`src/rtl/controle_servo_posicao.sv`:
```
`default_nettype none
// +--------------------------------------------------------------------------+
// | controle_servo_posicao : servo PWM, width = LARG_MIN + posicao*PASSO     |
// | Revision: 1.0                                                            |
// +--------------------------------------------------------------------------+
module controle_servo_posicao #(
   parameter int PERIODO  = 1_000_000,
   parameter int LARG_MIN = 50_000,
   parameter int PASSO    = 7_000,
   parameter int N        = 20
) (
   input  logic         clock,
   input  logic         reset,
   input  logic         liga,
   input  logic [2:0]   posicao,
   output logic         pwm,
   output logic         fim_periodo,
   output logic [2:0]   db_posicao,
   output logic [N-1:0] db_largura
);

   localparam logic [N-1:0] c_ULTIMO   = N'(PERIODO - 1);
   localparam logic [N-1:0] c_LARG_MIN = N'(LARG_MIN);
   localparam logic [N-1:0] c_PASSO    = N'(PASSO);

   logic [N-1:0] r_contador;
   logic         r_pwm;
   logic [2:0]   r_db_posicao;
   logic [N-1:0] r_db_largura;
   logic [N-1:0] w_largura;
   logic         w_fim;

   assign w_largura = c_LARG_MIN + c_PASSO * {{(N-3){1'b0}}, posicao};
   assign w_fim     = liga && (r_contador == c_ULTIMO);

   // Width is only reloaded at the period boundary (or while idle), so the
   // pulse in flight is never altered by a mid-period position change.
   always_ff @(posedge clock) begin
      if (reset) begin
         r_contador   <= '0;
         r_pwm        <= 1'b0;
         r_db_posicao <= 3'd0;
         r_db_largura <= c_LARG_MIN;
      end else if (!liga) begin
         r_contador   <= '0;
         r_pwm        <= 1'b0;
         r_db_posicao <= posicao;
         r_db_largura <= w_largura;
      end else begin
         r_pwm <= (r_contador < r_db_largura);
         if (w_fim) begin
            r_contador   <= '0;
            r_db_posicao <= posicao;
            r_db_largura <= w_largura;
         end else begin
            r_contador <= r_contador + 1'b1;
         end
      end
   end

   assign pwm         = r_pwm;
   assign fim_periodo = w_fim;
   assign db_posicao  = r_db_posicao;
   assign db_largura  = r_db_largura;

endmodule
`default_nettype wire

```
`config.mk`:
```
export PLATFORM = sky130hd
export DESIGN_NAME = controle_servo_posicao
export DESIGN_NICKNAME = d
export VERILOG_FILES = /design/src/rtl/controle_servo_posicao.sv
export SDC_FILE = /design/constraint.sdc
export NUM_CORES = 1
export LEC_CHECK = 0
export BUFFER_PORTS_ARGS = -buffer_cell sky130_fd_sc_hd__buf_2
export CAP_MARGIN = 40
export CELL_PAD_IN_SITES_DETAIL_PLACEMENT = 1
export CELL_PAD_IN_SITES_GLOBAL_PLACEMENT = 1
export CORE_ASPECT_RATIO = 1.75
export CORE_MARGIN = 2
export CORE_UTILIZATION = 47
export CTS_CLUSTER_SIZE = 12
export DETAILED_ROUTE_END_ITERATION = 10
export PLACE_DENSITY_LB_ADDON = 0.3
export SETUP_SLACK_MARGIN = 0.02
export SLEW_MARGIN = 20
export SYNTH_ARGS = -nofsm -noshare
export SYNTH_HDL_FRONTEND = slang
export SYNTH_SLANG_ARGS = --single-unit
```
`constraint.sdc`:
```
create_clock -name clock -period 6.8 [get_ports clock]
set_clock_uncertainty 0.15 [all_clocks]
set_input_delay 1.02 -clock clock [delete_from_list [all_inputs] [get_ports clock]]
set_output_delay 1.02 -clock clock [all_outputs]
set_load 0.02 [all_outputs]
```
=== Word-level counts from Yosys, hierarchy flattened ===
Index checks and enable logic that the tools add are counted.

* Memories: 0
* Register bits: 44
* Memory bits (writable): 0
* Bits of input ports: 6
* Bits in latches: 0
* Logic and storage cells: 18
* Memory bits (read-only): 0

* Equal/unequal tests: 2
* Muxes and demuxes: 4
* $add $sub $neg: 2
* Bitwise logic cells: 1
* Divide/modulo/power cells: 0
* $mul: 1
* Reduce and logical (&&, ||, !) cells: 3
* Magnitude comparators: 1
* Shift-type cells: 0

{| class="wikitable"
|+ Operator list
! operator !! number
|-
| $mux 20 || 2
|-
| $add 20x1->20 const B || 1
|-
| $eq 20x20->1 const B || 1
|-
| $lt 20x20->1 || 1
|-
| $add 16x16->17 const A || 1
|-
| $mul 10x3->13 const A || 1
|-
| $mux 3 || 2
|-
| $reduce_or 3->1 || 1
|-
| $ne 2x1->1 const B || 1
|-
| $reduce_or 2->1 || 1
|-
| $logic_and 1x1->1 || 1
|-
| $not 1->1 || 1
|}

=== Longest topological paths before layout ===
Gate-level depths: netlist (run 1).

* Depth after elaboration: 4
* Depth in mapped cells: 16
* Mapped depth without buffers: 14

=== Worst setup path after synthesis (run 1) ===
Ideal clock, no wire load.

* Kind: input port to flip-flop
* Start point: in posicao[1]
* End point: reg r_db_largura[14], in the netlist db_largura[14]
* Path slack: 2579 ps
* Stages: 16
* Arrival: 3952 ps
* Library setup time: 120 ps
* Buffers on the path: 2
* Cell sequence: buf_6 inv_1 ha_1 inv_1 ha_1 inv_1 fa_1 buf_2 nor2b_1 o221ai_1 o21ai_2 xnor2_1 a2111o_1 or2_1 xor2_1 a211o_1

* Cells in the longest elaborated chain, start to end: 4

{| class="wikitable"
|+ RTL lines
! what !! RTL line !! source
|-
| from (decl) || 15 || <nowiki>input logic [2:0] posicao,</nowiki>
|-
| $mul 10x3->13 * || 33 || <nowiki>assign w_largura = c_LARG_MIN + c_PASSO * {{(N-3){1'b0}}, posicao};</nowiki>
|-
| $add 16x16->17 * || 33 ||
|-
| $mux 20 || 51 || <nowiki>if (w_fim) begin</nowiki>
|-
| $mux 20 * || 44 || <nowiki>end else if (!liga) begin</nowiki>
|-
| to (signal assigned) || 43 || <nowiki>r_db_largura <= c_LARG_MIN;</nowiki>
|-
| to (signal assigned) || 48 || <nowiki>r_db_largura <= w_largura;</nowiki>
|-
| to (signal assigned) || 54 || <nowiki>r_db_largura <= w_largura;</nowiki>
|-
| to (decl) || 29 || <nowiki>logic [N-1:0] r_db_largura;</nowiki>
|}

Every way passes the cells marked *; elsewhere a longest branch is shown, timed or not. The select of a mux whose other input is x is not followed.
A chain may end at the register's enable or synchronous reset.

=== Final worst setup path (run 1) ===
Same ends and word-level chain as after synthesis.

==> qor.csv, run 1 <==
metric,value,unit
crit_path_max_incr_delay,0.50,ns
status,finished with violations,
fin_tns_setup,0,ns
min-delay-path-class,flip-flop to flip-flop,
cp-end-kind,flip-flop,
synth_top_cell_by_area,dfxtp_1,
relSlewSlack,63.6,%
critical-path-top-delay-family,compound AO/OA/AOI/OAI gates,
ys_ff_latch,37,
synth_most_common_cell,dfxtp_1,
die_w,59.0,um
cts.sinks,37,
dieArea,0.00591,sq mm
drc,1,
synth-edff-count,0,
rsz0062_at_grt,false,
ys_top_cells_by_area,"dfxtp_1 30%, ha_1 12%, xor2_1 6.3%",
synth.top_cell.area_share,29.8,%
clk_pin_slew_worst_paths,0.07,ns
avgViaCountPerCell,5.63,
core,0.00517,sq mm
max_freq,0.227,GHz
clock_path_buffers,2,
finish.net_count,349,
crit_top_cell,inv_1,
yosysWarnings,0,
clock_latency,0.29,ns
crit_fanout,12,
grt_pass1_wl,10000,um
finalHoldViolations,0,
rrSetupSlack,4.28,ns
grt_pass1_vias,2184,
grt_max_degree,21,
fillers,660,
synth_common_cells,"37 x dfxtp_1, 35 x nor2_1, 24 x ha_1",
htree_levels,2,
cp_num_buf_inv,4,
floorplan.initialDensity,48.1,%
cpMaxStageDelayCell,fa_1,
multi_input_area,0.00157,sq mm
rows,35,
post-route-period-util,64.8,%
place_congestion,0.895,
cts_setup_buffers,0,
pin_count,31,
tritoncts,built,
drv_cap,0,
critical_path.cell_chain,buf_2 > inv_1 > ha_1 > inv_1 > ha_1 > inv_1 > fa_1 > nor2b_1 > o221ai_1 > o21ai_2 > xnor2_1 > a2111o_1 > or2_1 > xor2_1 > a211o_1,
drtAntennaViolNets,0,
layout_min_cycle_time,4.41,ns
regArea,741,sq um
required,6.83,ns
power_density,204,mW/mm^2
drv_slew,0,
cp.arrival,4.43,ns
antenna_found_initial,0,
finalInstanceArea,0.00267,sq mm
dr.pass1.iters,7,
cts_resized,0,
wl_per_cell,15.8,um
setup_viol,0,
grt_usage,22.2,%
numPortBuffers,24,
cts_hold_buf,0,
cts_root_buf,clkbuf_8,
syn_area,0.00248,sq mm
violations,design-rule violations,
avgSynthCellArea,8.28,sq um
grt_overflow_total,0,
syn2layout_area_growth,7.60,%
peakVddDrop,0.0000875,V
synth.yosys.seq_area_share,29.8,%
path_class,primary input to flip-flop,
final_layout_size_suffix_gt1_share,12.2,%
worstSetupStartpointType,primary input,
diodes,0,
p_leak,1.21,nW
cts_made_buffers,5,
async_flop_share,0,%
synthCells,300,
wirelength,5920,um
synth_cell_types,50,
placed_cell_area,0.00258,sq mm
worstMarginPinSlew,0.542,ns
drt_iter0_drc,51,
synthFlopType,dfxtp_1,
dp_hpwl,4800,um
routed-via-count,2107,
die_y,100,um
-- cell type report --
| cell class | instances | area share, % |
|---|---|---|
| clock inverters | 2 | 0.374 |
| inverters | 20 | 2.81 |
| well taps | 55 | 2.57 |
| clock buffers | 6 | 2.71 |
| flip-flops and latches | 37 | 27.7 |
| repair buffers | 26 | 5.19 |
| multi-input cells | 228 | 58.6 |
-- through the flow --
stage	cells	util (%)	hold slack (ns)	worst slack, ns	power, W
floorplan	305	-	0.280	2.58	0.000364
global placement	365	49.9	0.293	2.25	0.000395
detailed placement	365	49.9	0.306	2.07	0.000400
CTS	373	51.5	0.314	2.38	0.000551
global route	374	51.7	0.336	2.07	0.000575
finish	374	51.7	0.306	2.39	0.000544
-- final timing paths --
check	start	endpoint	depth (start not counted)
min reg2reg	db_posicao[2]	db_posicao[2]	2
max reg2reg	db_largura[4]	pwm	9
max	posicao[1]	db_largura[14]	15
min	db_posicao[2]	db_posicao[2]	2
-- cells by family (layout without fill, tap and decap cells) --
group	Yosys count	after routing	share of synthesized area, %
AO/OA/AOI/OAI	49	49	14.0
XOR/XNOR	36	36	13.0
adder cells (fa/ha/maj)	25	25	12.9
buffers and inverters	40	54	7.85
flip-flops	37	37	29.8
other	1	6	0.151
AND/OR/NAND/NOR	112	112	22.3
-- cell usage in the layout (no fill, tap or decap), drive strengths merged, types with 3 or more instances in the layout --
master and n:
dfxtp 37, nor2 35, buf 26, ha 24, nand2 24, inv 20
xor2 19, xnor2 17, nand3 16, a21oi 12, a21o 8, nand2b 7
conb 6, o21ai 6, clkbuf 6, a211oi 5, and3 4, nor3 4
nand4 4, and2 3, nor4b 3, nor2b 3, a211o 3
-- where the power goes --
| part | internal (W) | switching, W |
|---|---|---|
| combinational | 0.0000592 | 0.0000986 |
| clock | 0.0000710 | 0.0000784 |
| sequential | 0.000229 | 0.00000843 |
| total | 0.000359 | 0.000185 |
-- tightest hold or removal path, delay by kind of cell (launching register included) --
kind	cells	cell delay, ns
AO/OA/AOI/OAI	1	0.05
AND/OR/NAND/NOR	1	0.05
flip-flops	1	0.31
-- metal layers --
metal | up-vias | wire, um | track usage, %
li1 | 1042 | - | -
met1 | 1008 | 2150 | 21.0
met2 | 35 | 3340 | 41.5
met3 | 22 | 120 | 3.48
met4 | 0 | 313 | 14.9
met5 | - | 0 | 0
-- state kept, by name, indices dropped and copies added, names as in the netlist --
| name | cells |
|---|---|
| r_contador | 20 |
| db_largura | 13 |
| db_posicao | 3 |
| pwm | 1 |
No activity file was read; power rests on OpenSTA's default activity.
==> run 2: changes to the inputs <==
Settings changed: CORE_UTILIZATION 47 to 39.
Clock period 6.8 ns to 4 ns, I/O delays scaled along.
==> run 2 against run 1 <==
Net effect: the run now ends clean; sequential share of layout area fell by 0.65 points; core utilization decreased by 7.5 points; worst hold slack improved by 0.0052 ns; sequential power rose by 70%; highest routed layer unchanged.
==> qor.csv, run 2 (synthesis gave the netlist of run 1 again) <==
metric,value,unit,change
fin_util,44.3,%,-7.5 points
avgViaCountPerCell,5.25,,-6.9%
grt_pass1_vias,2182,,-0.092%
finish.net_count,355,,+1.7%
dr.pass1.iters,4,,-3
placed_cell_area,0.00266,sq mm,+3.2%
layout_min_cycle_time,3.58,ns,
cts_root_buf,clkbuf_8,,
cpMaxStageDelayCell,a2111o_1,,
place_congestion,0.861,,-3.8%
cp_num_buf_inv,4,,unchanged
die_w,64.3,um,+9.1%
grt_usage,18.5,%,-3.7 points
required,4.03,ns,-2.80 ns
mostFrequentLayoutCell,dfxtp_1,,
min-delay-path-class,flip-flop to flip-flop,,
rsz0062_at_grt,false,,
post-route-period-util,89.4,%,
finalHoldViolations,0,,unchanged
top_register,r_contador,,
grt_use_met2,35.6,%,-6.0 points
finalInstanceArea,0.00274,sq mm,+2.4%
routed-via-count,2114,,+0.33%
clock_latency,0.29,ns,about the same
crit_fanout,5,,-7
clock_path_buffers,2,,unchanged
cp.arrival,3.61,ns,-0.82 ns
worstSetupStartpointType,primary input,,
p_leak,1.24,nW,+1.9%
numPortBuffers,24,,unchanged
pin_count,31,,unchanged
cts_setup_buffers,0,,unchanged
fin_tns_setup,0,ns,unchanged
grt_overflow_total,0,,unchanged
worstMarginPinSlew,0.770,ns,+0.228 ns
power_density,337,mW/mm^2,+65%
drt_iter0_drc,52,,+2.0%
largest_register_ffs,20,,unchanged
max_freq,0.280,GHz,
crit_path_max_incr_delay,0.47,ns,-0.03 ns
rows,38,,+8.6%
core,0.00618,sq mm,+20%
grt_use_met1,17.3,%,-3.7 points
critical_path.cell_chain,buf_2 > inv_1 > ha_1 > inv_1 > ha_1 > inv_1 > fa_1 > nor2b_1 > o221ai_1 > o21ai_2 > xnor2_1 > a2111o_1 > or2_1 > xor2_1 > a211o_1,,
drtAntennaViolNets,0,,unchanged
relSlewSlack,48.7,%,-15 points
dieArea,0.00705,sq mm,+19%
cp-end-kind,flip-flop,,
peakVddDrop,0.000124,V,+42%
clk_pin_slew_worst_paths,0.07,ns,about the same
tritoncts,built,,
htree_levels,2,,unchanged
drv_slew,0,,unchanged
drv_cap,0,,unchanged
wirelength,5950,um,+0.56%
wl_per_cell,14.8,um,-6.7%
gr-max-usage-layer,met2,,
floorplan.initialDensity,40.2,%,-7.9 points
critical-path-top-delay-family,compound AO/OA/AOI/OAI gates,,
status,"finished, final reports clean",,
crit_top_cell,inv_1,,
cts_resized,0,,unchanged
setup_viol,0,,unchanged
met3_usage,3.48,%,about the same
cts_made_buffers,5,,unchanged
grt_pass1_wl,10000,um,unchanged
diodes,0,,unchanged
path_class,primary input to flip-flop,,
dp_hpwl,4830,um,+0.63%
cts_hold_buf,0,,unchanged
final_layout_size_suffix_gt1_share,13.6,%,+1.4 points
syn2layout_area_growth,10.2,%,
antenna_found_initial,0,,unchanged
layout_common_cells,"37 x dfxtp_1, 35 x nor2_1, 24 x ha_1, 24 x buf_2, 23 x nand2_1",,
grt_max_degree,21,,unchanged
drc,0,,-1
die_y,110,um,+9.4%
cts.sinks,37,,unchanged
==> run 2: final timing paths <==
check	start	end	slack (ns)	cells after the start
worst min register to register	db_posicao[1]	db_posicao[1]	0.31	2
worst min-delay path	db_posicao[1]	db_posicao[1]	0.31	2
worst max-delay path	posicao[1]	db_largura[14]	0.42	15
worst max register to register	db_largura[4]	pwm	1.39	9
==> run 2: where the power goes <==
part	internal [W]	leakage, nW	total (W)	switching [W]
logic	0.000108	0.893	0.000278	0.000169
registers	0.000389	0.302	0.000403	0.0000138
clock network	0.000114	0.0399	0.000241	0.000127
total	0.000611	1.24	0.000921	0.000310
==> run 2: routing by layer <==
metal	vias to the layer above	routed length, um
met5	-	0
met4	0	312
met3	18	143
met2	32	3270
met1	1012	2230
li1	1052	-
==> run 2: cell type report <==
| type | instances | area, sq um |
|---|---|---|
| fillers | 780 | 3440 |
| well taps | 80 | 100 |
| flip-flops and latches | 37 | 741 |
| clock buffers | 5 | 68.8 |
| inverters | 20 | 75.1 |
| multi-input cells | 228 | 1570 |
| clock inverters | 1 | 5.00 |
| repair buffers | 32 | 180 |
==> run 2: tightest hold or removal path, stage by stage, from the launching register on <==
cell and delay (ns):
dfxtp_1 0.31, nand2_1 0.05, a21oi_1 0.05
==> run 2: stage by stage <==
step	power, W	setup WS (ns)	instances	hold WS [ns]
finish	0.000921	0.423	403	0.311
global route	0.000980	0.283	403	0.338
CTS	0.000935	0.425	403	0.316
detailed placement	0.000692	0.112	397	0.306
global placement	0.000684	0.243	397	0.291
floorplan	0.000618	0.199	305	0.280
